==> src/rtl/uart_cmd_ctrl_if.sv <==
// Bus bundle between the UART command controller and its environment
// (UART RX/TX front end and register file).
interface uart_cmd_ctrl_if #(
  parameter int unsigned DATA_WIDTH = 8,
  parameter int unsigned ADDR_WIDTH = 4
);

  localparam int unsigned ERR_WIDTH = 8;

  // UART receive side
  logic [DATA_WIDTH-1:0] rx_p_data;
  logic                  rx_data_valid;
  logic                  par_err;
  logic                  stp_err;

  // UART transmit side
  logic [DATA_WIDTH-1:0] tx_p_data;
  logic                  tx_data_valid;
  logic                  tx_busy;

  // Register-file port
  logic [ADDR_WIDTH-1:0] rf_addr;
  logic                  rf_wr_en;
  logic [DATA_WIDTH-1:0] rf_wr_data;
  logic                  rf_rd_en;
  logic [DATA_WIDTH-1:0] rf_rd_data;
  logic                  rf_rd_valid;

  // Status
  logic [ERR_WIDTH-1:0]  err_cnt;
  logic                  cmd_busy;

  // Controller side
  modport master (
    input  rx_p_data, rx_data_valid, par_err, stp_err,
    output tx_p_data, tx_data_valid,
    input  tx_busy,
    output rf_addr, rf_wr_en, rf_wr_data, rf_rd_en,
    input  rf_rd_data, rf_rd_valid,
    output err_cnt, cmd_busy
  );

  // Environment side (UART front end, register file)
  modport slave (
    output rx_p_data, rx_data_valid, par_err, stp_err,
    input  tx_p_data, tx_data_valid,
    output tx_busy,
    input  rf_addr, rf_wr_en, rf_wr_data, rf_rd_en,
    output rf_rd_data, rf_rd_valid,
    input  err_cnt, cmd_busy
  );

endinterface

==> src/rtl/uart_cmd_ctrl.sv <==
// UART command controller: decodes byte-framed write/read/unknown commands,
// drives the register-file port and returns one response byte per command.
module uart_cmd_ctrl #(
  parameter int unsigned           DATA_WIDTH = 8,
  parameter int unsigned           ADDR_WIDTH = 4,
  parameter logic [DATA_WIDTH-1:0] WR_CMD     = DATA_WIDTH'(8'hAA),
  parameter logic [DATA_WIDTH-1:0] RD_CMD     = DATA_WIDTH'(8'hBB),
  parameter logic [DATA_WIDTH-1:0] ACK_BYTE   = DATA_WIDTH'(8'h55),
  parameter logic [DATA_WIDTH-1:0] NACK_BYTE  = DATA_WIDTH'(8'hEE)
) (
  input  logic           clk,
  input  logic           rst,
  uart_cmd_ctrl_if.master bus
);

  localparam int unsigned ERR_WIDTH = 8;

  typedef enum logic [2:0] {
    IDLE    = 3'd0,
    WR_ADDR = 3'd1,
    WR_DATA = 3'd2,
    RD_ADDR = 3'd3,
    RD_WAIT = 3'd4,
    TX_REQ  = 3'd5,
    TX_WAIT = 3'd6
  } state_t;

  state_t                state_q, state_d;
  logic [ADDR_WIDTH-1:0] addr_q, addr_d;
  logic [DATA_WIDTH-1:0] wr_data_q, wr_data_d;
  logic                  wr_en_q, wr_en_d;
  logic                  rd_en_q, rd_en_d;
  logic [DATA_WIDTH-1:0] tx_data_q, tx_data_d;
  logic                  tx_valid_q, tx_valid_d;
  logic                  seen_busy_q, seen_busy_d;
  logic [ERR_WIDTH-1:0]  err_q, err_d;
  logic                  busy_q, busy_d;

  logic                  rx_good;
  logic                  rx_bad;

  // Classify the incoming frame
  always_comb begin
    rx_good = bus.rx_data_valid & ~bus.par_err & ~bus.stp_err;
    rx_bad  = bus.rx_data_valid & (bus.par_err | bus.stp_err);
  end

  // Next-state and next-output decode
  always_comb begin
    state_d     = state_q;
    addr_d      = addr_q;
    wr_data_d   = wr_data_q;
    wr_en_d     = 1'b0;
    rd_en_d     = 1'b0;
    tx_data_d   = tx_data_q;
    tx_valid_d  = 1'b0;
    seen_busy_d = seen_busy_q;
    err_d       = err_q;
    busy_d      = 1'b0;

    // Bad frames are counted in every state; the counter sticks at all-ones
    if (rx_bad && (err_q != {ERR_WIDTH{1'b1}})) begin
      err_d = err_q + ERR_WIDTH'(1);
    end

    case (state_q)
      IDLE: begin
        if (rx_good) begin
          if (bus.rx_p_data == WR_CMD) begin
            state_d = WR_ADDR;
          end else if (bus.rx_p_data == RD_CMD) begin
            state_d = RD_ADDR;
          end else begin
            tx_data_d = NACK_BYTE;
            state_d   = TX_REQ;
          end
        end
      end

      WR_ADDR: begin
        if (rx_bad) begin
          state_d = IDLE;
        end else if (rx_good) begin
          addr_d  = bus.rx_p_data[ADDR_WIDTH-1:0];
          state_d = WR_DATA;
        end
      end

      WR_DATA: begin
        if (rx_bad) begin
          state_d = IDLE;
        end else if (rx_good) begin
          wr_data_d = bus.rx_p_data;
          wr_en_d   = 1'b1;
          tx_data_d = ACK_BYTE;
          state_d   = TX_REQ;
        end
      end

      RD_ADDR: begin
        if (rx_bad) begin
          state_d = IDLE;
        end else if (rx_good) begin
          addr_d  = bus.rx_p_data[ADDR_WIDTH-1:0];
          rd_en_d = 1'b1;
          state_d = RD_WAIT;
        end
      end

      RD_WAIT: begin
        if (bus.rf_rd_valid) begin
          tx_data_d = bus.rf_rd_data;
          state_d   = TX_REQ;
        end
      end

      TX_REQ: begin
        if (!bus.tx_busy) begin
          tx_valid_d  = 1'b1;
          seen_busy_d = 1'b0;
          state_d     = TX_WAIT;
        end
      end

      TX_WAIT: begin
        // Transmitter must first accept (busy high) and then finish (busy low)
        if (!seen_busy_q) begin
          if (bus.tx_busy) begin
            seen_busy_d = 1'b1;
          end
        end else if (!bus.tx_busy) begin
          state_d = IDLE;
        end
      end

      default: begin
        state_d = IDLE;
      end
    endcase

    busy_d = (state_d != IDLE);
  end

  // State and registered outputs
  always_ff @(posedge clk or posedge rst) begin
    if (rst) begin
      state_q     <= IDLE;
      addr_q      <= '0;
      wr_data_q   <= '0;
      wr_en_q     <= 1'b0;
      rd_en_q     <= 1'b0;
      tx_data_q   <= '0;
      tx_valid_q  <= 1'b0;
      seen_busy_q <= 1'b0;
      err_q       <= '0;
      busy_q      <= 1'b0;
    end else begin
      state_q     <= state_d;
      addr_q      <= addr_d;
      wr_data_q   <= wr_data_d;
      wr_en_q     <= wr_en_d;
      rd_en_q     <= rd_en_d;
      tx_data_q   <= tx_data_d;
      tx_valid_q  <= tx_valid_d;
      seen_busy_q <= seen_busy_d;
      err_q       <= err_d;
      busy_q      <= busy_d;
    end
  end

  assign bus.rf_addr       = addr_q;
  assign bus.rf_wr_data    = wr_data_q;
  assign bus.rf_wr_en      = wr_en_q;
  assign bus.rf_rd_en      = rd_en_q;
  assign bus.tx_p_data     = tx_data_q;
  assign bus.tx_data_valid = tx_valid_q;
  assign bus.err_cnt       = err_q;
  assign bus.cmd_busy      = busy_q;

endmodule

==> src/flat_wrapper.sv <==
// flat-port wrapper written by rule: the top's interface ports become plain ports
module uart_cmd_ctrl_flat 
#(
  parameter int unsigned           DATA_WIDTH = 8,
  parameter int unsigned           ADDR_WIDTH = 4,
  parameter logic [DATA_WIDTH-1:0] WR_CMD     = DATA_WIDTH'(8'hAA),
  parameter logic [DATA_WIDTH-1:0] RD_CMD     = DATA_WIDTH'(8'hBB),
  parameter logic [DATA_WIDTH-1:0] ACK_BYTE   = DATA_WIDTH'(8'h55),
  parameter logic [DATA_WIDTH-1:0] NACK_BYTE  = DATA_WIDTH'(8'hEE)
)
  (clk, rst, bus_rx_p_data, bus_rx_data_valid, bus_par_err, bus_stp_err, bus_tx_p_data, bus_tx_data_valid, bus_tx_busy, bus_rf_addr, bus_rf_wr_en, bus_rf_wr_data, bus_rf_rd_en, bus_rf_rd_data, bus_rf_rd_valid, bus_err_cnt, bus_cmd_busy);
  uart_cmd_ctrl_if #(.DATA_WIDTH(DATA_WIDTH), .ADDR_WIDTH(ADDR_WIDTH)) bus_i ();
  input  logic clk;
  input  logic rst;
  input wire logic [$bits(bus_i.rx_p_data)-1:0] bus_rx_p_data;
  input wire logic [$bits(bus_i.rx_data_valid)-1:0] bus_rx_data_valid;
  input wire logic [$bits(bus_i.par_err)-1:0] bus_par_err;
  input wire logic [$bits(bus_i.stp_err)-1:0] bus_stp_err;
  output wire logic [$bits(bus_i.tx_p_data)-1:0] bus_tx_p_data;
  output wire logic [$bits(bus_i.tx_data_valid)-1:0] bus_tx_data_valid;
  input wire logic [$bits(bus_i.tx_busy)-1:0] bus_tx_busy;
  output wire logic [$bits(bus_i.rf_addr)-1:0] bus_rf_addr;
  output wire logic [$bits(bus_i.rf_wr_en)-1:0] bus_rf_wr_en;
  output wire logic [$bits(bus_i.rf_wr_data)-1:0] bus_rf_wr_data;
  output wire logic [$bits(bus_i.rf_rd_en)-1:0] bus_rf_rd_en;
  input wire logic [$bits(bus_i.rf_rd_data)-1:0] bus_rf_rd_data;
  input wire logic [$bits(bus_i.rf_rd_valid)-1:0] bus_rf_rd_valid;
  output wire logic [$bits(bus_i.err_cnt)-1:0] bus_err_cnt;
  output wire logic [$bits(bus_i.cmd_busy)-1:0] bus_cmd_busy;
  assign bus_i.rx_p_data = bus_rx_p_data;
  assign bus_i.rx_data_valid = bus_rx_data_valid;
  assign bus_i.par_err = bus_par_err;
  assign bus_i.stp_err = bus_stp_err;
  assign bus_tx_p_data = bus_i.tx_p_data;
  assign bus_tx_data_valid = bus_i.tx_data_valid;
  assign bus_i.tx_busy = bus_tx_busy;
  assign bus_rf_addr = bus_i.rf_addr;
  assign bus_rf_wr_en = bus_i.rf_wr_en;
  assign bus_rf_wr_data = bus_i.rf_wr_data;
  assign bus_rf_rd_en = bus_i.rf_rd_en;
  assign bus_i.rf_rd_data = bus_rf_rd_data;
  assign bus_i.rf_rd_valid = bus_rf_rd_valid;
  assign bus_err_cnt = bus_i.err_cnt;
  assign bus_cmd_busy = bus_i.cmd_busy;
  uart_cmd_ctrl #(.DATA_WIDTH(DATA_WIDTH), .ADDR_WIDTH(ADDR_WIDTH), .WR_CMD(WR_CMD), .RD_CMD(RD_CMD), .ACK_BYTE(ACK_BYTE), .NACK_BYTE(NACK_BYTE)) u_core (.clk(clk), .rst(rst), .bus(bus_i));
endmodule
==> config.mk <==
export PLATFORM = sky130hd
export DESIGN_NAME = uart_cmd_ctrl_flat
export DESIGN_NICKNAME = d
export VERILOG_FILES = /design/src/rtl/uart_cmd_ctrl_if.sv /design/src/rtl/uart_cmd_ctrl.sv /design/src/flat_wrapper.sv
export SDC_FILE = /design/constraint.sdc
export NUM_CORES = 1
export LEC_CHECK = 0
export CORE_ASPECT_RATIO = 1.75
export CORE_MARGIN = 2
export CORE_UTILIZATION = 33
export CTS_CLUSTER_DIAMETER = 120
export CTS_CLUSTER_SIZE = 40
export DETAILED_ROUTE_END_ITERATION = 10
export SLEW_MARGIN = 20
export SYNTH_ARGS = -nofsm -noshare
export SYNTH_HDL_FRONTEND = slang
export SYNTH_SLANG_ARGS = --single-unit
==> constraint.sdc <==
create_clock -name clk -period 2.1 [get_ports clk]
set_input_delay 0.21 -clock clk [delete_from_list [all_inputs] [get_ports clk]]
set_output_delay 0.21 -clock clk [all_outputs]
set_load 0.005 [all_outputs]
==> impl_results.md, run 1 <==
* Run status: complete, no violations
* Crit end category: flop
* Post-DRT Antenna Nets at 0
* Vias in the first global route at ~1400
* Syn Nets at between 150 and 200
* Detailed Route WL at just under 4 mm
* I/O Buffers at 54
* Post-layout min period at roughly 1800 ps
* PwrDens at between 1000 and 1500 nW/µm²
* Largest area contributor in the synthesized netlist: dfrtp_1
* Slack of the critical path at between 200 and 300 ps
* Layout cells sized above 1 at 20.9%
* Die area at about 5700 µm²
* Drt initial violations at 18
* First-pass GRT wire length at 6.51 mm
* Synthesized cell area at about 1700 µm²
* Static Leakage at 1.06 nW
* DRC viols at 0
* # setup viols final at 0
* CP Data Required Time at 2280 ps
* Core outline area at 4980 µm²
* I/O pin count at 55
* Syn Area/Cell at ~12 µm²
* Initial antenna violation count at 0
* Clock transition at the registers of the reported paths at ~80 ps
* Max-capacitance violation count at 0
* Post-synth top cells: 36 x dfrtp_1, 14 x mux2_2, 11 x nor2_1, 8 x mux2_4, 8 x o21ai_0
* Die height at slightly below 100 µm
* H-tree depth at 2
* Clock skew at between 6 and 7 ps
* Cell row count at 34
* Cell variety after synth at 34
* Synth area leaders: dfrtp_1 53%, mux2_2 9.3%, mux2_4 7.1%
* Final GP Congestion at 0.787
* Total Power at ~3 mW
* Hold/Removal Path Class: primary input to async pin
* TritonCTS clock tree: built
* WL per Instance at 14.9 µm
* Synth Flop Type: dfrtp_1
* Num Clock Sinks at 36
* Cts repair resizes at 0
* Fin. max-slew vios at 0
* First-pass DRT Iterations at 3
* Sequential share of the synthesized area at a little over half
* Largest net degree at the start of global routing at 37
* Worst VDD drop at just over 0.7 mV
* CTS Buffer Depth at 2
* Synth top area share at a little over half
* CP Launch Type: primary input
* Worst EP arrival at approximately 2000 ps
* Die width at 58.1 µm
* Total Nets Final at ~230
* Total Routing Usage GR at 14.8%
* Synthesis-to-finish area growth at 44.9%
* Tightest Pin Transition at approximately 450 ps
* Dpl hpwl at ~3.0 mm
* Place WS at -42.4 ps
* YS warnings at 0
* Worst-Skew Late Latency at 290 ps
* Kind of critical path: primary input to flop
* Starting density of the core at approximately 34%
* Post-synth EDFFs at 0
* Yosys reg bits at 36
* Count leader, synth: dfrtp_1
* Fillers at around 480
* Total gr overflow at 0
* Final Hold Violating Endpoints at 0
* Critical-path maximum fanout at 8
* # diodes at 0
* Syn Inst Count at approximately 140
* Setup bufs post-CTS at 0
* Root buffer cell: clkbuf_8
* DR vias at roughly 1300
* CTS Buf Count at 5
* Async set or reset register ratio after synthesis at 100%
* Finished Core Util at just under 50%
* Unrepaired setup endpoints after global routing: false
* Worst slew margin at between 60% and 70%
* Via-per-instance ratio at 4.96
* Max Clock Freq at 0.547 GHz
* Period utilisation layout at slightly below 90%
* Hold Buf Count CTS at 0
[logic make-up after synthesis]
| family | Yosys count | synth area share [%] |
|---|---|---|
| simple gates | 44 | 15.9 |
| fa+ha+maj | 1 | 0.740 |
| compound gates | 23 | 8.51 |
| flops | 36 | 53.3 |
| xor+xnor | 6 | 3.11 |
| buf+inv | 6 | 1.48 |
| mux | 23 | 17.0 |
[per-layer routing]
metal	GRT usage [%]	part of all wire [%]	vias to the layer above
met5	0	0	-
met4	6.44	2.0	0
met3	3.94	6.2	7
met2	25.3	51	43
met1	17.0	40	621
li1	-	-	619
[final cells by class]
| type | instances | area (µm²) | share of cell area [%] |
|---|---|---|---|
| sequential | 36 | 901 | 36.8 |
| multi-input combinational | 97 | 766 | 31.2 |
| timing repair buffer | 62 | 613 | 25.0 |
| clock buffer | 5 | 68.8 | 2.81 |
| tap | 54 | 67.6 | 2.76 |
| clock inverter | 3 | 23.8 | 0.970 |
| inverter | 3 | 11.3 | 0.459 |
[flip-flops by register name (all words and copies together), names as in the netlist]
| signal | count |
|---|---|
| u_core.bus.rf_rd_en | 1 |
| u_core.state_q | 3 |
| u_core.bus.rf_addr | 4 |
| u_core.bus.rf_wr_en | 1 |
| u_core.bus.err_cnt | 8 |
| u_core.bus.tx_p_data | 8 |
| u_core.seen_busy_q | 1 |
| u_core.bus.rf_wr_data | 8 |
| u_core.bus.cmd_busy | 1 |
| u_core.bus.tx_data_valid | 1 |
[report_power, final]
part | internal (mW) | total [mW] | leakage [nW] | switching (mW)
Combinational | 0.859 | 1.33 | 0.574 | 0.469
Clock | 0.235 | 0.503 | 0.0404 | 0.268
Sequential | 0.940 | 1.16 | 0.445 | 0.218
Total | 2.03 | 2.99 | 1.06 | 0.955
[metrics by stage]
step	area, µm²	hold slack, ps	std cells	TNS [ps]
6_report	2450	308	260	0
5_1_grt	2450	362	260	0
4_1_cts	2450	324	260	0
3_5_place_dp	2360	494	252	-282
3_3_place_gp	2360	480	252	-12.8
2_1_floorplan	1690	276	139	0
[final timing paths]
check | from | slack (ps) | depth (start not counted) | end
min in group clk | u_core.bus.err_cnt[5] | 510 | 1 | u_core.bus.err_cnt[5]
max reg2reg | u_core.state_q[1] | 280 | 6 | u_core.bus.tx_p_data[3]
max | bus_rx_data_valid | 270 | 7 | u_core.bus.tx_p_data[3]
min | rst | 310 | 3 | u_core.bus.rf_wr_data[3]
max in group asynchronous | rst | 1460 | 3 | u_core.bus.cmd_busy
min reg2reg | u_core.bus.err_cnt[5] | 510 | 1 | u_core.bus.err_cnt[5]
[critical path, stage by stage]
cell             delay, ps
clkdlybuf4s50_1        470
or3b_4                 420
nor2_4                 100
nor4b_4                280
o21ai_4                 90
buf_12                 160
mux2_4                 290
[placed cells by master, fill, tap and decap left out, types with 2 or more instances in the layout]
master and n:
clkdlybuf4s50_1 54, dfrtp_1 36, mux2_2 14, nor2_1 11, mux2_4 8, o21ai_0 8, nand2_1 7, a21oi_1 7
buf_4 7, nand2b_1 5, clkbuf_8 5, nor2b_1 4, and3_1 3, xnor2_1 3, inv_1 3, xor2_1 3
or3_1 3, nand3_1 2, nand4b_1 2, a31oi_1 2, clkinvlp_4 2
Power figures use the tool's default switching activity.
==> run 2, diff against run 1 <==
SLEW_MARGIN = 5   (was 20)
==> results of run 2 <==
The final DEF is identical to that of run 1; final timing and power are the same.
